`config.mk`:
```
export PLATFORM = sky130hd
export DESIGN_NAME = ni_link_tx
export DESIGN_NICKNAME = d
export VERILOG_FILES = /design/src/rtl/ni_link_tx_pkg.sv /design/src/rtl/ni_tx_fifo.sv /design/src/rtl/ni_link_tx.sv
export SDC_FILE = /design/constraint.sdc
export NUM_CORES = 1
export LEC_CHECK = 0
export CAP_MARGIN = 15
export CORE_ASPECT_RATIO = 1.75
export CORE_MARGIN = 2
export CORE_UTILIZATION = 55
export DETAILED_ROUTE_END_ITERATION = 7
export PLACE_DENSITY = 0.84
export SETUP_SLACK_MARGIN = 0.5
export SKIP_CTS_REPAIR_TIMING = 1
export SLEW_MARGIN = 20
export SYNTH_ARGS = -nofsm -noshare
export SYNTH_HDL_FRONTEND = slang
export SYNTH_SLANG_ARGS = --single-unit
```
`constraint.sdc`:
```
create_clock -name clk -period 4.1 [get_ports clk]
set_input_delay 0.82 -clock clk [delete_from_list [all_inputs] [get_ports clk]]
set_output_delay 0.82 -clock clk [all_outputs]
set_load 0.02 [all_outputs]
```
`src/rtl/ni_link_tx_pkg.sv`:
```
// rtl/ni_link_tx_pkg.sv - shared widths, flit type encodings and FSM states for the NI transmit stage
package ni_link_tx_pkg;

    localparam logic V_ZERO = 1'b0;
    localparam logic V_ONE  = 1'b1;

    // Flit type encodings shared with the NI input buffer.
    typedef enum logic [1:0] {
        FT_HEADER      = 2'b00,
        FT_BODY        = 2'b01,
        FT_TAIL        = 2'b10,
        FT_HEADER_TAIL = 2'b11
    } flit_type_e;

    typedef enum logic {
        ST_IDLE = 1'b0,
        ST_SEND = 1'b1
    } tx_state_e;

    function automatic int width(input int n);
        return (n > 1) ? $clog2(n) : 1;
    endfunction

    function automatic int num_phits(input int flit_size, input int phit_size);
        return flit_size / phit_size;
    endfunction

endpackage

```
`src/rtl/ni_tx_fifo.sv`:
```
// rtl/ni_tx_fifo.sv - flit queue in front of the link serializer, with sticky overflow flag
module ni_tx_fifo
    import ni_link_tx_pkg::*;
#(
    parameter int FLIT_SIZE      = 64,
    parameter int FLIT_TYPE_SIZE = 2,
    parameter int QUEUE_SIZE     = 4
) (
    input  logic                      clk,
    input  logic                      rst_n,
    input  logic [FLIT_SIZE-1:0]      flit_in,
    input  logic [FLIT_TYPE_SIZE-1:0] type_in,
    input  logic                      bcast_in,
    input  logic                      valid_in,
    input  logic                      pop,
    output logic                      avail,
    output logic                      empty,
    output logic                      overflow,
    output logic [FLIT_SIZE-1:0]      head_flit,
    output logic [FLIT_TYPE_SIZE-1:0] head_type,
    output logic                      head_bcast
);

    localparam int PTR_W = width(QUEUE_SIZE);
    localparam int CNT_W = PTR_W + 1;
    localparam logic [CNT_W-1:0] FULL = CNT_W'(QUEUE_SIZE);

    logic [FLIT_SIZE-1:0]      mem_flit  [QUEUE_SIZE];
    logic [FLIT_TYPE_SIZE-1:0] mem_type  [QUEUE_SIZE];
    logic                      mem_bcast [QUEUE_SIZE];

    logic [PTR_W-1:0] wr_ptr;
    logic [PTR_W-1:0] rd_ptr;
    logic [CNT_W-1:0] count;
    logic             push;

    assign avail      = (count != FULL);
    assign empty      = (count == '0);
    assign push       = valid_in & avail;
    assign head_flit  = mem_flit[rd_ptr];
    assign head_type  = mem_type[rd_ptr];
    assign head_bcast = mem_bcast[rd_ptr];

    always_ff @(posedge clk) begin
        if (push) begin
            mem_flit[wr_ptr]  <= flit_in;
            mem_type[wr_ptr]  <= type_in;
            mem_bcast[wr_ptr] <= bcast_in;
        end
    end

    // Depth is a power of two, so the pointers wrap naturally.
    always_ff @(posedge clk or negedge rst_n) begin
        if (!rst_n) begin
            wr_ptr   <= '0;
            rd_ptr   <= '0;
            count    <= '0;
            overflow <= V_ZERO;
        end else begin
            if (push) wr_ptr <= wr_ptr + PTR_W'(1);
            if (pop)  rd_ptr <= rd_ptr + PTR_W'(1);
            if (push && !pop)      count <= count + CNT_W'(1);
            else if (!push && pop) count <= count - CNT_W'(1);
            if (valid_in && !avail) overflow <= V_ONE;
        end
    end

endmodule

```
`src/rtl/ni_link_tx.sv`:
```
// rtl/ni_link_tx.sv - NI transmit stage: queues flits and serializes them LSB phit first under Stop&Go
module ni_link_tx
    import ni_link_tx_pkg::*;
#(
    parameter int ID             = 0,
    parameter int FLIT_SIZE      = 64,
    parameter int FLIT_TYPE_SIZE = 2,
    parameter int PHIT_SIZE      = 64,
    parameter int QUEUE_SIZE     = 4
) (
    input  logic                      clk,
    input  logic                      rst_n,
    input  logic [FLIT_SIZE-1:0]      FlitIn,
    input  logic [FLIT_TYPE_SIZE-1:0] FlitTypeIn,
    input  logic                      BroadcastIn,
    input  logic                      ValidIn,
    output logic                      Avail,
    input  logic                      Go,
    output logic [PHIT_SIZE-1:0]      Flit,
    output logic [FLIT_TYPE_SIZE-1:0] FlitType,
    output logic                      BroadcastFlit,
    output logic                      Valid,
    output logic                      Overflow
);

    localparam int NUM_PHITS = num_phits(FLIT_SIZE, PHIT_SIZE);
    localparam int CNT_W     = width(NUM_PHITS);
    localparam logic [CNT_W-1:0] LAST_PHIT = CNT_W'(NUM_PHITS - 1);

    tx_state_e                 state;
    logic [CNT_W-1:0]          phit_cnt;
    logic [FLIT_SIZE-1:0]      shreg;
    logic                      fifo_empty;
    logic [FLIT_SIZE-1:0]      head_flit;
    logic [FLIT_TYPE_SIZE-1:0] head_type;
    logic                      head_bcast;
    logic                      at_last;
    logic                      load;

    ni_tx_fifo #(
        .FLIT_SIZE      (FLIT_SIZE),
        .FLIT_TYPE_SIZE (FLIT_TYPE_SIZE),
        .QUEUE_SIZE     (QUEUE_SIZE)
    ) u_fifo (
        .clk        (clk),
        .rst_n      (rst_n),
        .flit_in    (FlitIn),
        .type_in    (FlitTypeIn),
        .bcast_in   (BroadcastIn),
        .valid_in   (ValidIn),
        .pop        (load),
        .avail      (Avail),
        .empty      (fifo_empty),
        .overflow   (Overflow),
        .head_flit  (head_flit),
        .head_type  (head_type),
        .head_bcast (head_bcast)
    );

    // Go is only consulted at flit boundaries; a started flit always completes.
    assign at_last = (state == ST_SEND) && (phit_cnt == LAST_PHIT);
    assign load    = !fifo_empty && Go && ((state == ST_IDLE) || at_last);

    always_ff @(posedge clk or negedge rst_n) begin
        if (!rst_n) begin
            state         <= ST_IDLE;
            phit_cnt      <= '0;
            shreg         <= '0;
            Flit          <= '0;
            FlitType      <= '0;
            BroadcastFlit <= V_ZERO;
            Valid         <= V_ZERO;
        end else if (load) begin
            state         <= ST_SEND;
            phit_cnt      <= '0;
            shreg         <= head_flit >> PHIT_SIZE;
            Flit          <= head_flit[PHIT_SIZE-1:0];
            FlitType      <= head_type;
            BroadcastFlit <= head_bcast;
            Valid         <= V_ONE;
        end else if ((state == ST_SEND) && !at_last) begin
            phit_cnt      <= phit_cnt + CNT_W'(1);
            shreg         <= shreg >> PHIT_SIZE;
            Flit          <= shreg[PHIT_SIZE-1:0];
        end else begin
            state         <= ST_IDLE;
            phit_cnt      <= '0;
            Flit          <= '0;
            FlitType      <= '0;
            BroadcastFlit <= V_ZERO;
            Valid         <= V_ZERO;
        end
    end

endmodule

```
Word level (Yosys, flattened, before mapping)
Memory sizes are Yosys's and may differ from the RTL's.
Index checks and enable logic that the tools add are counted.
{"block": "classes", "addsub": 5, "n_mul": 0, "div": 0, "magnitude_cmp": 0, "n_eq_ne": 2, "n_shift": 0, "mux": 15, "bitwise": 3, "reduce_logical": 16}
{"operator": "two-way mux 64 bit", "count": 4}
{"operator": "logical AND 1 bit", "count": 7}
{"operator": "two-way mux 1 bit", "count": 7}
{"operator": "two-way mux 3 bit", "count": 2}
{"operator": "zero test 1 bit", "count": 5}
{"operator": "adder 2 x 1 -> 2 bit (second input constant)", "count": 2}
{"operator": "two-way mux 2 bit", "count": 2}
{"operator": "nonzero test 2 bit", "count": 2}
{"operator": "adder 3 x 1 -> 3 bit (second input constant)", "count": 1}
{"operator": "zero test 3 bit", "count": 1}
{"operator": "!= test 3 bit (second input constant)", "count": 1}
{"operator": "subtractor 3 x 1 -> 3 bit (second input constant)", "count": 1}
{"operator": "!= test 2 x 1 -> 1 bit (second input constant)", "count": 1}
{"operator": "inverter 1 bit", "count": 2}
{"operator": "adder 1 bit (second input constant)", "count": 1}
{"operator": "bitwise AND 1 bit", "count": 1}
{"operator": "logical OR 1 bit", "count": 1}
{"block": "totals", "ff_bits": 141, "latch_bits": 0, "ramBits": 268, "mem_bits_ro": 0, "inputBits": 71, "elab_cells": 54, "mem_count": 3}
{"memory": "u_fifo.mem_flit", "words": 4, "word_bits": 64, "rd": 1, "rd_clocked_by_memory_dff": 0, "wr": 1, "line": "ni_tx_fifo.sv:28", "text": "logic [FLIT_SIZE-1:0] mem_flit [QUEUE_SIZE];"}
{"memory": "u_fifo.mem_type", "words": 4, "word_bits": 2, "rd": 1, "rd_clocked_by_memory_dff": 0, "wr": 1, "line": "ni_tx_fifo.sv:29", "text": "logic [FLIT_TYPE_SIZE-1:0] mem_type [QUEUE_SIZE];"}
{"memory": "u_fifo.mem_bcast", "words": 4, "word_bits": 1, "rd": 1, "rd_clocked_by_memory_dff": 0, "wr": 1, "line": "ni_tx_fifo.sv:30", "text": "logic mem_bcast [QUEUE_SIZE];"}

Logic depth before layout (Yosys ltp)
Gate-level depths: netlist (run 1).
{"block": "depth", "depth_word": 7, "depth_mapped": 9}

Cells and area by module
Synthesis (run 1) repeated with hierarchy kept, for this count alone.
{"block": "unflattened", "hier_cells": 552, "area_unflattened_um2": 12555.8}
{"module": "ni_tx_fifo", "n_inst": 1, "cells_per_inst": 389, "area_each_um2": 10124.7}
{"module": "ni_link_tx", "n_inst": 1, "cells_per_inst": 163, "area_each_um2": 2431.1}

Least setup slack after synthesis (run 1)
OpenSTA, ideal clock, no wires.
{"block": "synth_path", "path_type": "input-to-reg", "start": "input ValidIn", "end": "memory u_fifo.mem_bcast[0] (enable)", "setup_ps": 432, "arrival_time_ps": 2759, "t_required_ps": 3668, "path_slack_ps": 909, "path_stages": 3, "cell_sequence": "nor2b_1 > clkbuf_1 > and2_1"}
{"block": "synth_between", "elab_chain_len": 3}
{"item": "start, declared", "line": "ni_link_tx.sv:16", "text": "input logic ValidIn,"}
{"item": "bitwise AND 1 bit", "line": "ni_tx_fifo.sv:39", "text": "assign push = valid_in & avail;"}
{"item": "via u_fifo.push", "line": "ni_tx_fifo.sv:35", "text": "logic push;"}
{"item": "two-way mux 1 bit", "line": "ni_tx_fifo.sv:45", "text": "if (push) begin"}
{"item": "two-way mux 1 bit (implied by the code)", "line": "ni_tx_fifo.sv:48", "text": "mem_bcast[wr_ptr] <= bcast_in;"}
{"item": "end, declared", "line": "ni_tx_fifo.sv:30"}
The timed path passes the listed nets, and every way through them passes these cells.

Worst setup path in the final report (run 1)
{"block": "layout_path", "start": "register u_fifo.count[0]", "end": "output Avail"}
{"block": "layout_between", "elab_chain_len": 1}
{"item": "start, declared", "line": "ni_tx_fifo.sv:34", "text": "logic [CNT_W-1:0] count;"}
{"item": "start signal, assigned", "line": "ni_tx_fifo.sv:62", "text": "if (push && !pop) count <= count + CNT_W'(1);"}
{"item": "start signal, assigned", "line": "ni_tx_fifo.sv:63", "text": "else if (!push && pop) count <= count - CNT_W'(1);"}
{"item": "!= test 3 bit", "line": "ni_tx_fifo.sv:37", "text": "assign avail = (count != FULL);"}
{"item": "end, declared", "line": "ni_link_tx.sv:17", "text": "output logic Avail,"}
Every way passes these cells.

==> results.md, run 1 <==
- CTS tree: done
- Fillers: 1313
- Antenna Violating Nets Remaining: 0
- Startpoint types: flip-flop
- Die W: 117.3 um
- Critical-path cell list: nor3b_1 > inv_1 > clkdlybuf4s50_1
- Critical path depth in cells: 3
- Share of layout cells above drive strength 1: 18.40%
- Pin count of the biggest net entering global routing: 78
- Reg-to-reg startpoint: u_fifo.rd_ptr[0]
- Initial DRC count: 416
- Cells after Synth: 544
- Crit path max-delay cell type: clkdlybuf4s50_1
- Final core utilization: 68.35%
- Cell Rows: 72
- Crit Path Max Fanout: 5
- Crit path largest cell delay: 0.55 ns
- Drt wl/cell: 24.94 um
- Mapped Nets: 621
- Leakage power: 5.457 nW
- Worst Path Buf+Inv: 2
- Ports: 141
- Worst hold path class: input port to asynchronous set/reset pin
- Final Hold Viols: 0
- Port Buffer Count: 140
- Initial antenna violation count: 0
- Yosys reg bits: 345
- Fin Setup TNS: 0 ns
- H-tree levels: 1
- Multi-input logic area: 0.002203 mm2
- Core area: 0.02207 mm2
- Skew-Pair Late Insertion Delay: 0.55 ns
- Clock Sinks: 345
- Clock tree root driver cell: clkbuf_16
- Final min period: 2.804 ns
- Share of the synthesized area in the top cell type: 65.19%
- Post-route DRC: 0
- Starting Density: 55.93%
- Cell taking the most area after synthesis: edfxtp_1
- Worst Setup End Kind: primary output
- Tot GR Track Use: 22.17%
- Synth-to-layout area growth: 22.21%
- Global-route wire length before repair: 38200 um
- CP delay by family, top: buffers and inverters
- Area of the mapped netlist: 0.01234 mm2
- Reg clk slew, reported paths: 0.07 ns
- Final #Nets: 767
- Post-route clock period utilization: 68.38%
- Mean Syn Cell Area: 22.69 um2
- Distinct cell type count after synthesis: 26
- Sequential cell area fraction in the yosys report: 80.80%
- Vias in the first global route: 6332
- FMAX: 0.3567 GHz
- Slew @ Worst Pin: 0.9871 ns
- Worst vdd ir: 0.4619 mV
- Unrepaired setup endpoints after global routing: false
- CP required: 3.28 ns
- TritonRoute pass-1 iters: 6
- Placer Congestion: 0.7322
- Clock Skew: 0.02387 ns
- Crit. Startpoint: u_fifo.count[0]
- Ranking of synthesized cells by area: edfxtp_1, dfrtp_1, mux4_2, and3_1, clkbuf_1
- CP arrival: 1.98 ns
- Clk buf depth: 3
- YS warnings: 0
- CTS buffer count: 28
- Die Ht: 202.2 um
- Antenna Cells: 0
- Slew Limit Fails: 0
- Status: complete, no violations
- Rel. slew slack: 34.19%
- Critical Setup Path Class: flip-flop to primary output
- Final Total Pwr: 0.01064 W
- Final WL: 25140 um
- Worst reg2reg path depth: 3
- Grt ovf: 0
- Max-Cap Viols: 0
- DPL Wire Length: 14740 um
- DR vias: 5774
- PD cells: 705.2 mW/mm2
- Reg area: 0.009982 mm2
- Die area: 0.02371 mm2
- DR vias/cell: 5.728
- Final setup viols: 0
cell usage after synthesis (all sizes together):
cell type    n
a21o         1
a21oi        1
a32o         3
and2         4
and3        64
buf         11
clkbuf      20
conb         1
dfrtp       77
edfxtp     268
fa           1
ha           5
inv          5
mux2         2
mux4        67
nand2        2
nand3        1
nor2         1
nor2b        1
nor3b        1
o31a         1
o31ai        1
xnor2        4
xor2         2
area by class of cell:
type | instances | share of cell area [%]
Inverter | 5 | 0.1244
Clock buffer | 41 | 5.648
Clock inverter | 11 | 1.020
Multi-Input combinational cell | 163 | 14.61
Timing Repair Buffer | 147 | 9.978
Tap cell | 296 | 2.455
Sequential cell | 345 | 66.17
through the flow:
stage          area, um2  setup WS (ns)  std cells  hold WS, ns
6_report           15090          1.296       1008       0.3276
5_1_grt            15090          1.181       1008       0.3883
4_1_cts            15080          1.256       1008       0.4660
3_5_place_dp       14070         0.9837        956       0.4491
3_3_place_gp       14070          1.061        956       0.4418
2_1_floorplan      12340         0.9088        544       0.4786
final timing paths:
check | end | slack [ns]
max | Avail | 1.30
min | Flit[52] | 0.33
max reg2reg | Flit[23] | 1.67
min reg2reg | u_fifo.overflow | 0.46
max in group asynchronous | u_fifo.rd_ptr[1] | 3.21
min in group clk | u_fifo.overflow | 0.46
state kept, by name, summed over array words and instances (netlist names), 2 cells and up:
signal            flops
u_fifo.mem_flit     256
u_fifo.wr_ptr         2
Flit                 64
u_fifo.rd_ptr         2
u_fifo.mem_bcast      4
FlitType              2
u_fifo.count          3
u_fifo.mem_type       8
power by group:
part / internal [W] / total [W] / switching, W
Combinational: 0.00139 / 0.00264 / 0.00126
Clock: 0.00169 / 0.00285 / 0.00116
Sequential: 0.00463 / 0.00514 / 0.000514
Total: 0.00771 / 0.0106 / 0.00293
cells in the final DEF, fill, tap and decap left out, types with 2 or more instances in the layout:
| cell | n |
|---|---|
| dfrtp_4 | 2 |
| clkbuf_1 | 5 |
| buf_4 | 3 |
| ha_1 | 5 |
| and2_4 | 4 |
| mux4_2 | 67 |
| xnor2_1 | 4 |
| mux2_2 | 2 |
| clkbuf_8 | 6 |
| buf_12 | 4 |
| and3_1 | 64 |
| clkdlybuf4s50_1 | 139 |
| clkbuf_16 | 30 |
| a32o_1 | 3 |
| edfxtp_1 | 268 |
| xor2_1 | 2 |
| dfrtp_1 | 75 |
| inv_1 | 5 |
| bufinv_16 | 4 |
| clkinv_2 | 6 |
kinds of logic after synthesis:
family / count (synthesis) / synth area share, %
flip-flops: 345 / 80.80
other: 1 / 0.03038
adder cells (fa/ha/maj): 6 / 0.6690
AND/OR/NAND/NOR: 74 / 3.689
AO/OA/AOI/OAI: 7 / 0.4764
buffers and inverters: 36 / 1.500
multiplexers: 69 / 12.41
XOR/XNOR: 6 / 0.4257
per-layer routing:
metal  global-route usage [%]  part of all wire (%)  up-vias
met5                        0                     0        -
met4                    9.370                   4.1        0
met3                    2.639                   5.0       57
met2                    39.10                    56      233
met1                    27.34                    35     3008
li1                         -                     -     2476
Note: power is estimated with default switching activity, not from simulation.
==> run 2: changes to the inputs <==
--- a/config.mk
+++ b/config.mk
@@ -8,9 +8,9 @@
 export CAP_MARGIN = 15
 export CORE_ASPECT_RATIO = 1.75
 export CORE_MARGIN = 2
-export CORE_UTILIZATION = 55
+export CORE_UTILIZATION = 50
 export DETAILED_ROUTE_END_ITERATION = 7
-export PLACE_DENSITY = 0.84
+export PLACE_DENSITY = 0.81
 export SETUP_SLACK_MARGIN = 0.5
 export SKIP_CTS_REPAIR_TIMING = 1
 export SLEW_MARGIN = 20
==> constraint.sdc (replaced) <==
create_clock -name clk -period 2.5 [get_ports clk]
set_input_delay 0.5 -clock clk [delete_from_list [all_inputs] [get_ports clk]]
set_output_delay 0.5 -clock clk [all_outputs]
set_load 0.02 [all_outputs]
==> results.md, run 2 (synthesis results as in run 1) <==
- Final #Nets: 790 (+3.0%)
- DPL Wire Length: 15300 um (+3.8%)
- Final core utilization: 63.29% (-5.1 points)
- DRT met1 WL: 8566 um (-2.0%)
- Global-route wire length before repair: 36950 um (-3.3%)
- Slew @ Worst Pin: 0.6430 ns (-0.3441 ns)
- Cell-internal power: 0.01237 W (+61%)
- Clock power frac: 25.1% (-1.7 points)
- Multi-input logic area: 0.002226 mm2 (+1.0%)
- Largest Register: u_fifo.mem_flit
- Die W: 122.8 um (+4.7%)
- Clock tree root driver cell: clkbuf_16
- Worst hold path class: input port to asynchronous set/reset pin
- Commonest non-fill, non-tap cell in the layout: edfxtp_1
- Cell Rows: 76 (+5.6%)
- WL met2: 14070 um (-0.27%)
- DR vias: 5900 (+2.2%)
- FMAX: 0.4886 GHz
- Post-route clock period utilization: 81.87%
- Reg area: 0.009986 mm2 (about the same)
- Startpoint types: flip-flop
- Pin count of the biggest net entering global routing: 53 (-32%)
- TritonRoute pass-1 iters: 4 (-2)
- PD cells: 1117 mW/mm2 (+58%)
- Final min period: 2.047 ns
- Gate power share: 27.2% (+2.3 points)
- Met3 wire length: 1273 um (+1.5%)
- Crit Path Max Fanout: 5 (unchanged)
- CTS tree: done
- Port Buffer Count: 140 (unchanged)
- Die area: 0.02601 mm2 (+9.7%)
- Crit path largest cell delay: 0.45 ns (-0.10 ns)
- Grt ovf: 0 (unchanged)
- CP required: 2.00 ns (-1.28 ns)
- Worst reg2reg path depth: 9 (+6)
- Clock Skew: 0.01786 ns (-0.006003 ns)
- Skew-Pair Late Insertion Delay: 0.56 ns (about the same)
- Tot GR Track Use: 19.30% (-2.9 points)
- DR vias/cell: 5.624 (-1.8%)
- Most frequent cells in the layout: edfxtp_1, clkdlybuf4s50_1, dfrtp_1, mux4_2, dlymetal6s2s_1
- Critical-path cell list: nor3b_2 > inv_1 > dlymetal6s2s_1
- Drt wl/cell: 23.40 um (-6.2%)
- Clk buf depth: 3 (unchanged)
- Final Hold Viols: 0 (unchanged)
- Rel. slew slack: 56.98% (+23 points)
- Worst vdd ir: 0.6161 mV (+33%)
- Fillers: 1590 (+21%)
- Net Sw Frac: 28.39% (+0.82 points)
- Initial DRC count: 462 (+11%)
- Final WL: 24540 um (-2.4%)
- Leakage power: 6.528 nW (+20%)
- Post-route DRC: 0 (unchanged)
- Max-Cap Viols: 0 (unchanged)
- Initial antenna violation count: 1 (+1)
- Starting Density: 50.51% (-5.4 points)
- CTS buffer count: 29 (+3.6%)
- Final Total Pwr: 0.01727 W (+62%)
- CP arrival: 1.55 ns (-0.43 ns)
- Die Ht: 211.9 um (+4.8%)
- Unrepaired setup endpoints after global routing: true
- Reg clk slew, reported paths: 0.07 ns (about the same)
- Antenna Violating Nets Remaining: 0 (unchanged)
- Critical path depth in cells: 3 (unchanged)
- Worst Path Buf+Inv: 2 (unchanged)
- CP delay by family, top: flip-flops
- Worst Setup End Kind: primary output
- Synth-to-layout area growth: 25.29%
- Number of flip-flops in the largest register: 256 (unchanged)
- Highest routed layer: met4
- Crit path max-delay cell type: dfrtp_2
- Slew Limit Fails: 0 (unchanged)
- Ports: 141 (unchanged)
- H-tree levels: 1 (unchanged)
- Clock Sinks: 345 (unchanged)
- Vias in the first global route: 6338 (+0.095%)
- Core area: 0.02444 mm2 (+11%)
- Sequential Power Share: 47.7% (-0.6 points)
- Final setup viols: 0 (unchanged)
- Critical Setup Path Class: flip-flop to primary output
- Placer Congestion: 0.7245 (-1.1%)
- Status: complete, no violations
- P_sw: 0.004903 W (+67%)
- Largest regs: u_fifo.mem_flit: 256 flops, Flit: 64 flops, u_fifo.mem_type: 8 flops
- Share of layout cells above drive strength 1: 22.15% (+3.7 points)
## run 2: changes by cell type in the layout (fill, tap and decap cells not counted), sizes merged
cell / delta
dlymetal6s2s: +65
bufinv: -3
clkdlybuf4s50: -65
diode: +1
inv: +4
clkinv: +2
clkbuf: -4
clkinvlp: +3
buf: +21
dlygate4sd3: +1
## run 2: layout make-up
| type | count | share of cell area (%) |
|---|---|---|
| Timing Repair Buffer | 169 | 12.41 |
| Clock inverter | 17 | 0.9546 |
| Sequential cell | 345 | 64.57 |
| Inverter | 5 | 0.1213 |
| Multi-Input combinational cell | 163 | 14.39 |
| Antenna cell | 1 | 0.01618 |
| Tap cell | 312 | 2.524 |
| Clock buffer | 37 | 5.016 |
## run 2: worst register-to-register path, delay by kind of cell, from the launching register on
kind / cells / cell delay (ns)
adder cells (fa/ha/maj): 2 / 0.54
buffers and inverters: 2 / 0.14
XOR/XNOR: 2 / 0.31
AND/OR/NAND/NOR: 1 / 0.15
AO/OA/AOI/OAI: 2 / 0.33
flip-flops: 1 / 0.44
## run 2: layer usage
layer	global-route usage (%)	vias up
li1	-	2530
met1	22.86	3128
met2	35.53	206
met3	2.209	36
met4	7.214	0
met5	0	-
## run 2: final timing paths
path	startpoint	end	slack (ns)
worst min register to register	u_fifo.overflow	u_fifo.overflow	0.46
worst max register to register	u_fifo.count[2]	u_fifo.count[2]	0.50
worst min-delay path	rst_n	Flit[51]	0.42
max in group asynchronous	rst_n	u_fifo.rd_ptr[1]	1.45
min in group clk	u_fifo.overflow	u_fifo.overflow	0.46
worst max-delay path	u_fifo.count[0]	Avail	0.45
## run 2: per-stage QoR
step	hold WS, ns	setup slack [ns]	setup TNS (ns)	area [um2]	std cells
finish	0.4229	0.4533	0	15470	1049
global route	0.4537	0.3470	0	15470	1049
CTS	-0.1340	-0.07323	-0.07323	15210	1040
detailed placement	0.4561	-0.02177	-0.02177	14290	986
global placement	0.4455	0.05912	0	14290	986
floorplan	0.2044	0.3719	0	12360	544
## run 2: power groups by stage
stage               logic (W)  clock network [W]  registers (W)
floorplan             0.00263                  0        0.00844
global placement      0.00461                  0        0.00826
detailed placement    0.00471                  0        0.00836
CTS                   0.00476            0.00443        0.00825
global route          0.00502            0.00465        0.00834
finish                0.00470            0.00434        0.00823
